[src/rtl/adder_seq_acc.sv]
// adder_seq_acc
//   Multi-cycle adder/subtractor with a running accumulator. Two WIDTH-bit
//   operands are added CHUNK bits per clock, LSB chunk first, through a
//   single CHUNK-bit ripple slice. Subtraction is A + ~B + 1. With acc_en
//   set, operand A is taken from the last completed result.
//
// Ports
//   clk        in   1      clock, rising edge
//   rst        in   1      synchronous reset, active high
//   in_valid   in   1      operands and mode bits valid
//   in_ready   out  1      block can accept an operation (IDLE and not in reset)
//   a          in   WIDTH  operand A (ignored when acc_en=1)
//   b          in   WIDTH  operand B
//   sub        in   1      0: A+B, 1: A-B
//   acc_en     in   1      1: operand A := accumulator
//   out_valid  out  1      result valid (DONE state)
//   out_ready  in   1      consumer takes result
//   sum        out  WIDTH  result, registered
//   cout       out  1      carry out of MSB (sub: 1 = no borrow)
//   ovf        out  1      signed overflow
//   busy       out  1      high in CALC or DONE
module adder_seq_acc #(
    parameter int WIDTH = 8,
    parameter int CHUNK = 2
) (
    input  logic             clk,
    input  logic             rst,
    input  logic             in_valid,
    output logic             in_ready,
    input  logic [WIDTH-1:0] a,
    input  logic [WIDTH-1:0] b,
    input  logic             sub,
    input  logic             acc_en,
    output logic             out_valid,
    input  logic             out_ready,
    output logic [WIDTH-1:0] sum,
    output logic             cout,
    output logic             ovf,
    output logic             busy
);

    localparam int N     = WIDTH / CHUNK;
    localparam int CNT_W = (N > 1) ? $clog2(N) : 1;
    localparam logic [CNT_W-1:0] LAST = CNT_W'(N - 1);

    typedef enum logic [1:0] {
        IDLE,
        CALC,
        DONE
    } state_t;

    state_t state, state_nxt;

    logic [WIDTH-1:0] op_a;
    logic [WIDTH-1:0] op_b;
    logic [WIDTH-1:0] acc;
    logic             carry;
    logic [CNT_W-1:0] cnt;

    logic             accept;
    logic             last;
    int unsigned      sh;
    logic [WIDTH-1:0] a_shr;
    logic [WIDTH-1:0] b_shr;
    logic [CHUNK-1:0] slice_a;
    logic [CHUNK-1:0] slice_b;
    logic [CHUNK-1:0] slice_sum;
    logic             ripple_c;
    logic             slice_cout;
    logic             slice_cmsb;
    logic [WIDTH-1:0] chunk_mask;
    logic [WIDTH-1:0] sum_nxt;

    assign accept = in_valid && in_ready;
    assign last   = (cnt == LAST);

    // Slice datapath: select chunk cnt of both operands, ripple-add it, and
    // merge the result into the running sum. sum_nxt is also what acc takes
    // on the last chunk, since sum itself is only updated at that same edge.
    always_comb begin
        sh         = 32'(cnt) * 32'(CHUNK);
        a_shr      = op_a >> sh;
        b_shr      = op_b >> sh;
        slice_a    = a_shr[CHUNK-1:0];
        slice_b    = b_shr[CHUNK-1:0];
        slice_sum  = '0;
        slice_cmsb = 1'b0;
        ripple_c   = carry;
        for (int unsigned i = 0; i < CHUNK; i++) begin
            // carry into the top bit of the slice; on the last chunk this is
            // the carry into the operand MSB used for signed overflow
            if (i == CHUNK - 1)
                slice_cmsb = ripple_c;
            slice_sum[i] = slice_a[i] ^ slice_b[i] ^ ripple_c;
            ripple_c     = (slice_a[i] & slice_b[i]) |
                           (ripple_c & (slice_a[i] ^ slice_b[i]));
        end
        slice_cout = ripple_c;
        chunk_mask = WIDTH'({CHUNK{1'b1}}) << sh;
        sum_nxt    = (sum & ~chunk_mask) | (WIDTH'(slice_sum) << sh);
    end

    // State register
    always_ff @(posedge clk) begin
        if (rst)
            state <= IDLE;
        else
            state <= state_nxt;
    end

    // Next-state logic
    always_comb begin
        state_nxt = state;
        case (state)
            IDLE:    if (accept)                  state_nxt = CALC;
            CALC:    if (last)                    state_nxt = DONE;
            DONE:    if (out_valid && out_ready)  state_nxt = IDLE;
            default:                              state_nxt = IDLE;
        endcase
    end

    // Output logic
    always_comb begin
        in_ready  = (state == IDLE) && !rst;
        out_valid = (state == DONE);
        busy      = (state != IDLE);
    end

    // Operand, carry, counter and result registers
    always_ff @(posedge clk) begin
        if (rst) begin
            op_a  <= '0;
            op_b  <= '0;
            carry <= 1'b0;
            cnt   <= '0;
            sum   <= '0;
            cout  <= 1'b0;
            ovf   <= 1'b0;
            acc   <= '0;
        end else begin
            case (state)
                IDLE: begin
                    if (accept) begin
                        op_a  <= acc_en ? acc : a;
                        op_b  <= sub ? ~b : b;
                        carry <= sub;
                        cnt   <= '0;
                        sum   <= '0;
                    end
                end
                CALC: begin
                    sum   <= sum_nxt;
                    carry <= slice_cout;
                    cnt   <= cnt + 1'b1;
                    if (last) begin
                        cout <= slice_cout;
                        ovf  <= slice_cmsb ^ slice_cout;
                        acc  <= sum_nxt;
                    end
                end
                default: ;
            endcase
        end
    end

endmodule
[config.mk]
export PLATFORM = sky130hd
export DESIGN_NAME = adder_seq_acc
export DESIGN_NICKNAME = d
export VERILOG_FILES = /design/src/rtl/adder_seq_acc.sv
export SDC_FILE = /design/constraint.sdc
export NUM_CORES = 1
export LEC_CHECK = 0
export ABC_AREA = 0
export ABC_CLOCK_PERIOD_IN_PS = 2700
export CELL_PAD_IN_SITES_DETAIL_PLACEMENT = 1
export CELL_PAD_IN_SITES_GLOBAL_PLACEMENT = 1
export CORE_UTILIZATION = 36
export DETAILED_ROUTE_END_ITERATION = 12
export PLACE_DENSITY = 0.72
export REMOVE_ABC_BUFFERS = 1
export SLEW_MARGIN = 20
export SYNTH_ARGS = -nofsm -noshare
export SYNTH_HDL_FRONTEND = slang
export SYNTH_SLANG_ARGS = --single-unit
export TNS_END_PERCENT = 1
[constraint.sdc]
create_clock -name clk -period 2.7 [get_ports clk]
set_clock_uncertainty 0.1 [all_clocks]
set_input_delay 0.27 -clock clk [delete_from_list [all_inputs] [get_ports clk]]
set_output_delay 0.27 -clock clk [all_outputs]
set_load 0.1 [all_outputs]
==> impl_metrics.json, run 1 <==
{
  "cp_max_fo": 5,
  "fmax_mhz": 389,
  "cts_root_buffer": "clkbuf_8",
  "grtUsageTotal": 0.186,
  "dp_cells": 289,
  "p_leak_nw": 0.887,
  "yosysSeqAreaShare": 0.404,
  "outcome": "finished clean",
  "synth-edff-count": 0,
  "finalNetCount": 254,
  "cts.sinks": 39,
  "rows": 26,
  "drc": 0,
  "fillCellCount": 613,
  "multi_input_area_um2": 1030,
  "cts_buffers": 5,
  "stdcell_count": 297,
  "setup_viol": 0,
  "dr.pass1.iters": 4,
  "drtIter0Drc": 71,
  "insertion_delay_ps": 300,
  "core_area_um2": 5140,
  "synth_area_leaders": "dfxtp_1, a211oi_2, mux2i_1, mux4_2, xor2_1",
  "final_hold_viol_count": 0,
  "grt_pass1_wl_um": 7620,
  "ys_types": 35,
  "powerDensity_nw_per_um2": 606,
  "synth_async_sr_flop_share": 0,
  "grt_overflow": 0,
  "r2r_cells": 5,
  "ir_worst_vdd_v": 0.000279,
  "critPathKind": "reg -> reg",
  "maxUsedRoutingLayer": "met4",
  "clk_pin_slew_worst_paths_ps": 80,
  "finalCritPeriodShare": 0.951,
  "diodes": 0,
  "regArea_um2": 781,
  "syn_area_um2": 1930,
  "via_per_inst": 5.14,
  "first_global_vias": 1544,
  "postRouteAntennaNets": 0,
  "die_w_um": 75.3,
  "max_cap_viol_count": 0,
  "slowest_delay_ps": 620,
  "hpwl_um": 3290,
  "synth_most_common_cell": "dfxtp_1",
  "drive_gt1_frac": 0.181,
  "cp.required_ps": 2810,
  "routed-wl-met2_um": 2190,
  "start_kind": "flop",
  "crit_arrival_ps": 2680,
  "drt-total-wl_um": 4690,
  "synth_top_area_frac": 0.404,
  "routabilityCongestion": 0.785,
  "synth_cells": 195,
  "ys_ff_latch": 39,
  "yosysTopAreaCell": "dfxtp_1",
  "cts_tree": "built",
  "io_buffers": 34,
  "syn2layout_area_growth_pct": 25.8,
  "slowest_stage": "fa_2",
  "final_max_slew_viol_count": 0,
  "wl_per_cell_um": 15.8,
  "slew_headroom": 0.677,
  "rsz0062_at_grt": "no",
  "min_path_cells": 2,
  "wl_met1_um": 2230,
  "rrSetupSlack_ps": 130,
  "hp-class": "reg -> reg",
  "antenna_found_initial": 0,
  "ctsLongestPathBuffers": 2,
  "synth.yosys.warnings": 0,
  "worstPathCellList": "mux4_2 > fa_1 > fa_2 > a32oi_1 > a211oi_1",
  "io_pins": 35,
  "worst_slew_pin_slew_ps": 483,
  "htree_levels": 2,
  "tns_ps": 0,
  "grt_max_degree": 44,
  "die_h_um": 75.3,
  "dieArea_um2": 5660,
  "cts_setup_buffers": 0,
  "wl_met3_um": 186,
  "syn_avg_cell_area_um2": 9.91,
  "timing.final.crit_period_ps": 2570,
  "vias": 1526,
  "ys.flop_type": "dfxtp_1",
  "synth_commonest_cells": "dfxtp_1, nor2_1, nand2_1, nand2b_1, mux2i_1",
  "end_kind": "flop",
  "start_util": 0.376
}
worst max-delay path: cells and delay by family, from the launching register on:
family                     cells  cell delay (ps)
AOI/OAI and AO/OA              2              390
adders and majority gates      2             1060
DFF                            1              400
muxes                          1              530
state kept, by name, summed over array words and instances, names as in the netlist:
register and count:
acc 8, op_a 8, op_b 8, sum 8, cnt 2, state 2
carry 1, cout 1, ovf 1
placed cells by master, fill, tap and decap left out, types with 3 or more instances in the layout:
master / instances
a211oi_1: 7
nand2b_1: 11
nand3b_1: 7
a32oi_1: 6
o21ai_0: 5
mux4_2: 4
nor3_1: 3
o22ai_1: 6
a21oi_1: 6
clkbuf_8: 5
a211oi_2: 8
dfxtp_1: 39
nand2_1: 14
inv_1: 6
ha_1: 4
mux2i_1: 9
xor2_1: 8
o21ai_1: 3
clkdlybuf4s50_1: 21
buf_4: 16
nor2_1: 17
where the power goes:
group	total [W]	internal [W]	switching, W
Clock	0.000589	0.000370	0.000219
Sequential	0.000621	0.000602	0.0000197
Combinational	0.000263	0.000109	0.000154
final timing paths:
path               start      to
setup / recovery  cnt[1]  acc[3]
hold / removal    acc[7]  acc[7]
setup reg to reg  cnt[1]  acc[3]
hold reg to reg   acc[7]  acc[7]
stage by stage:
step | utilization | hold WS, ps | total power [W] | instance area, um^2 | setup WS (ps)
6_report | 0.473 | 359 | 0.00147 | 2430 | 132
5_1_grt | 0.473 | 382 | 0.00153 | 2430 | 22.8
2_1_floorplan | - | 235 | 0.000790 | 1840 | 18.5
3_5_place_dp | 0.446 | 350 | 0.000898 | 2290 | 120
3_3_place_gp | 0.446 | 345 | 0.000893 | 2290 | 236
4_1_cts | 0.472 | 361 | 0.00149 | 2430 | 108
layer usage:
metal	GRT usage	up-vias
met5	0	-
met4	0.0802	0
met3	0.0428	7
met2	0.299	31
met1	0.239	733
li1	-	755
area by class of cell:
type                       instances  share of cell area
sequential                        39               0.321
timing repair buffer              39               0.152
clock inverter                     2              0.0247
inverter                           7              0.0108
clock buffer                       6              0.0299
multi-input combinational        134               0.425
tap                               70              0.0360
kinds of logic after synthesis:
group,after synthesis,synth area share
XOR/XNOR,9,0.0408
AND/OR/NAND/NOR,62,0.174
adder cells (fa/ha/maj),6,0.0466
multiplexers,13,0.0933
buffers and inverters,22,0.0628
flip-flops,39,0.404
AO/OA/AOI/OAI,44,0.179
timing repair:
action	CTS	global route
gates resized for setup	0	1
hold buffers	0	0
endpoints found under the setup margin	0	2
Power figures use the tool's default switching activity.
==> inputs of run 2 (changes only) <==
--- a/config.mk
+++ b/config.mk
@@ -7,8 +7,10 @@
 export LEC_CHECK = 0
 export ABC_AREA = 0
 export ABC_CLOCK_PERIOD_IN_PS = 2700
+export CAP_MARGIN = 5
 export CELL_PAD_IN_SITES_DETAIL_PLACEMENT = 1
 export CELL_PAD_IN_SITES_GLOBAL_PLACEMENT = 1
+export CORE_MARGIN = 4
 export CORE_UTILIZATION = 36
 export DETAILED_ROUTE_END_ITERATION = 12
 export PLACE_DENSITY = 0.72
==> run 2 against run 1 <==
Routed wire length is 1.7% lower. Cell area is 1.3% lower. Power is 11% lower. Combinational power hardly changed. Sequential share of layout area is 0.44 points higher. Utilization is 0.63 points lower. Count of clock-buffer cells in the layout is 2 higher. Sequential power hardly changed. Non-clock buffer count stayed put. Setup slack better by 36 ps. Largest power group unchanged.
==> impl_metrics.json, run 2 (synthesis gave the netlist of run 1 again) <==
{
  "worstPathCellList": "mux4_2 > fa_1 > fa_2 > a32oi_1 > a211oi_1",
  "worst_slew_pin_slew_ps": 493,
  "setup_viol": 0,
  "slew_headroom": 0.671,
  "grt_pass1_wl_um": 7500,
  "powerDensity_nw_per_um2": 546,
  "insertion_delay_ps": 280,
  "cts_tree": "built",
  "finalCritPeriodShare": 0.938,
  "cts_root_buffer": "clkbuf_8",
  "start_kind": "flop",
  "final_cell_mix": "dfxtp_1, clkdlybuf4s50_1, nor2_1",
  "dieArea_um2": 6600,
  "grt_overflow": 0,
  "slowest_stage": "fa_2",
  "htree_levels": 2,
  "die_h_um": 81.3,
  "grtUsageTotal": 0.148,
  "antenna_found_initial": 0,
  "diodes": 0,
  "cp_max_fo": 5,
  "tns_ps": 0,
  "drive_gt1_frac": 0.181,
  "first_global_vias": 1533,
  "hpwl_um": 3330,
  "finalNetCount": 254,
  "clk_pin_slew_worst_paths_ps": 70,
  "pre_cts_ws_ps": 147,
  "hp-class": "reg -> reg",
  "dr.pass1.iters": 4,
  "cts.sinks": 39,
  "drt-total-wl_um": 4610,
  "final_max_slew_viol_count": 0,
  "cts_buffers": 5,
  "die_w_um": 81.3,
  "io_pins": 35,
  "via_per_inst": 5.10,
  "final_core_util": 0.466,
  "critPathKind": "reg -> reg",
  "routabilityCongestion": 0.741,
  "cp.required_ps": 2800,
  "io_buffers": 34,
  "outcome": "finished clean",
  "final_common_cell": "dfxtp_1",
  "crit_arrival_ps": 2630,
  "rsz0062_at_grt": "no",
  "setup_slack_ps": 169,
  "ir_worst_vdd_v": 0.000275,
  "max_cap_viol_count": 0,
  "core_area_um2": 5140,
  "final_hold_viol_count": 0,
  "drtIter0Drc": 121,
  "fillCellCount": 618,
  "syn2layout_area_growth_pct": 24.1,
  "drc": 0,
  "start_util": 0.376,
  "p_leak_nw": 0.873,
  "postRouteAntennaNets": 0,
  "grt_max_degree": 44,
  "timing.final.crit_period_ps": 2530,
  "vias": 1516,
  "wl_per_cell_um": 15.5,
  "end_kind": "flop",
  "fmax_mhz": 395,
  "ctsLongestPathBuffers": 2,
  "slowest_delay_ps": 610,
  "rows": 26
}
[run 2: cell types whose count changed in the layout (fill, tap and decap cells not counted), sizes merged]
cell    before  now
bufinv       2    0
clkbuf       6    8
[run 2: area by class of cell]
type,count,area [um^2],area share
tap,70,87.6,0.0365
inverter,7,26.3,0.0110
timing repair buffer,39,370,0.154
clock buffer,8,100,0.0418
sequential,39,781,0.326
multi-input combinational,134,1030,0.431
[run 2: through the flow]
stage	area [um^2]	power, W	hold slack (ps)	cells
2_1_floorplan	1840	0.000790	235	180
3_3_place_gp	2290	0.000892	345	289
3_5_place_dp	2290	0.000896	354	289
4_1_cts	2390	0.00132	365	297
5_1_grt	2400	0.00137	391	297
6_report	2400	0.00131	362	297
[run 2: critical path: cells and delay by family (launching register included)]
family	cells	cell delay [ps]
adder cells (fa/ha/maj)	2	1040
multiplexers	1	530
AO/OA/AOI/OAI	2	400
flip-flops	1	380
[run 2: where the power goes]
| group | leakage, nW | switching, W | total [W] | internal, W |
|---|---|---|---|---|
| clock | 0.0515 | 0.000193 | 0.000426 | 0.000233 |
| sequential | 0.318 | 0.0000194 | 0.000621 | 0.000602 |
| combinational | 0.504 | 0.000152 | 0.000261 | 0.000109 |
[run 2: path summary, 6_finish.rpt]
kind / startpoint / to / slack (ps) / cells past startpoint
hold / removal: acc[7] / acc[7] / 360 / 2
setup reg to reg: cnt[1] / acc[3] / 170 / 5
hold reg to reg: acc[7] / acc[7] / 360 / 2
setup / recovery: cnt[1] / acc[3] / 170 / 5
[run 2: metal layers]
metal  GRT usage  wire length (um)  up-vias
met2       0.236              2210       30
met1       0.203              2180      726
met4      0.0355                42        0
li1            -                 -      754
met5           0                 0        -
met3      0.0344               178        6
[run 2: repair_timing]
action / 4_1_cts / 5_1_grt
hold buffers: 0 / 0
resized for setup: 0 / 1
endpoints found under the setup margin: 0 / 1
buffers inserted: 0 / 0
==> inputs of run 3 (changes only) <==
--- a/config.mk
+++ b/config.mk
@@ -13,6 +13,7 @@
 export CORE_MARGIN = 4
 export CORE_UTILIZATION = 36
 export DETAILED_ROUTE_END_ITERATION = 12
+export HOLD_SLACK_MARGIN = 0.08
 export PLACE_DENSITY = 0.72
 export REMOVE_ABC_BUFFERS = 1
 export SLEW_MARGIN = 20
==> results of run 3 <==
The final DEF is identical to that of run 2; final timing and power are the same.
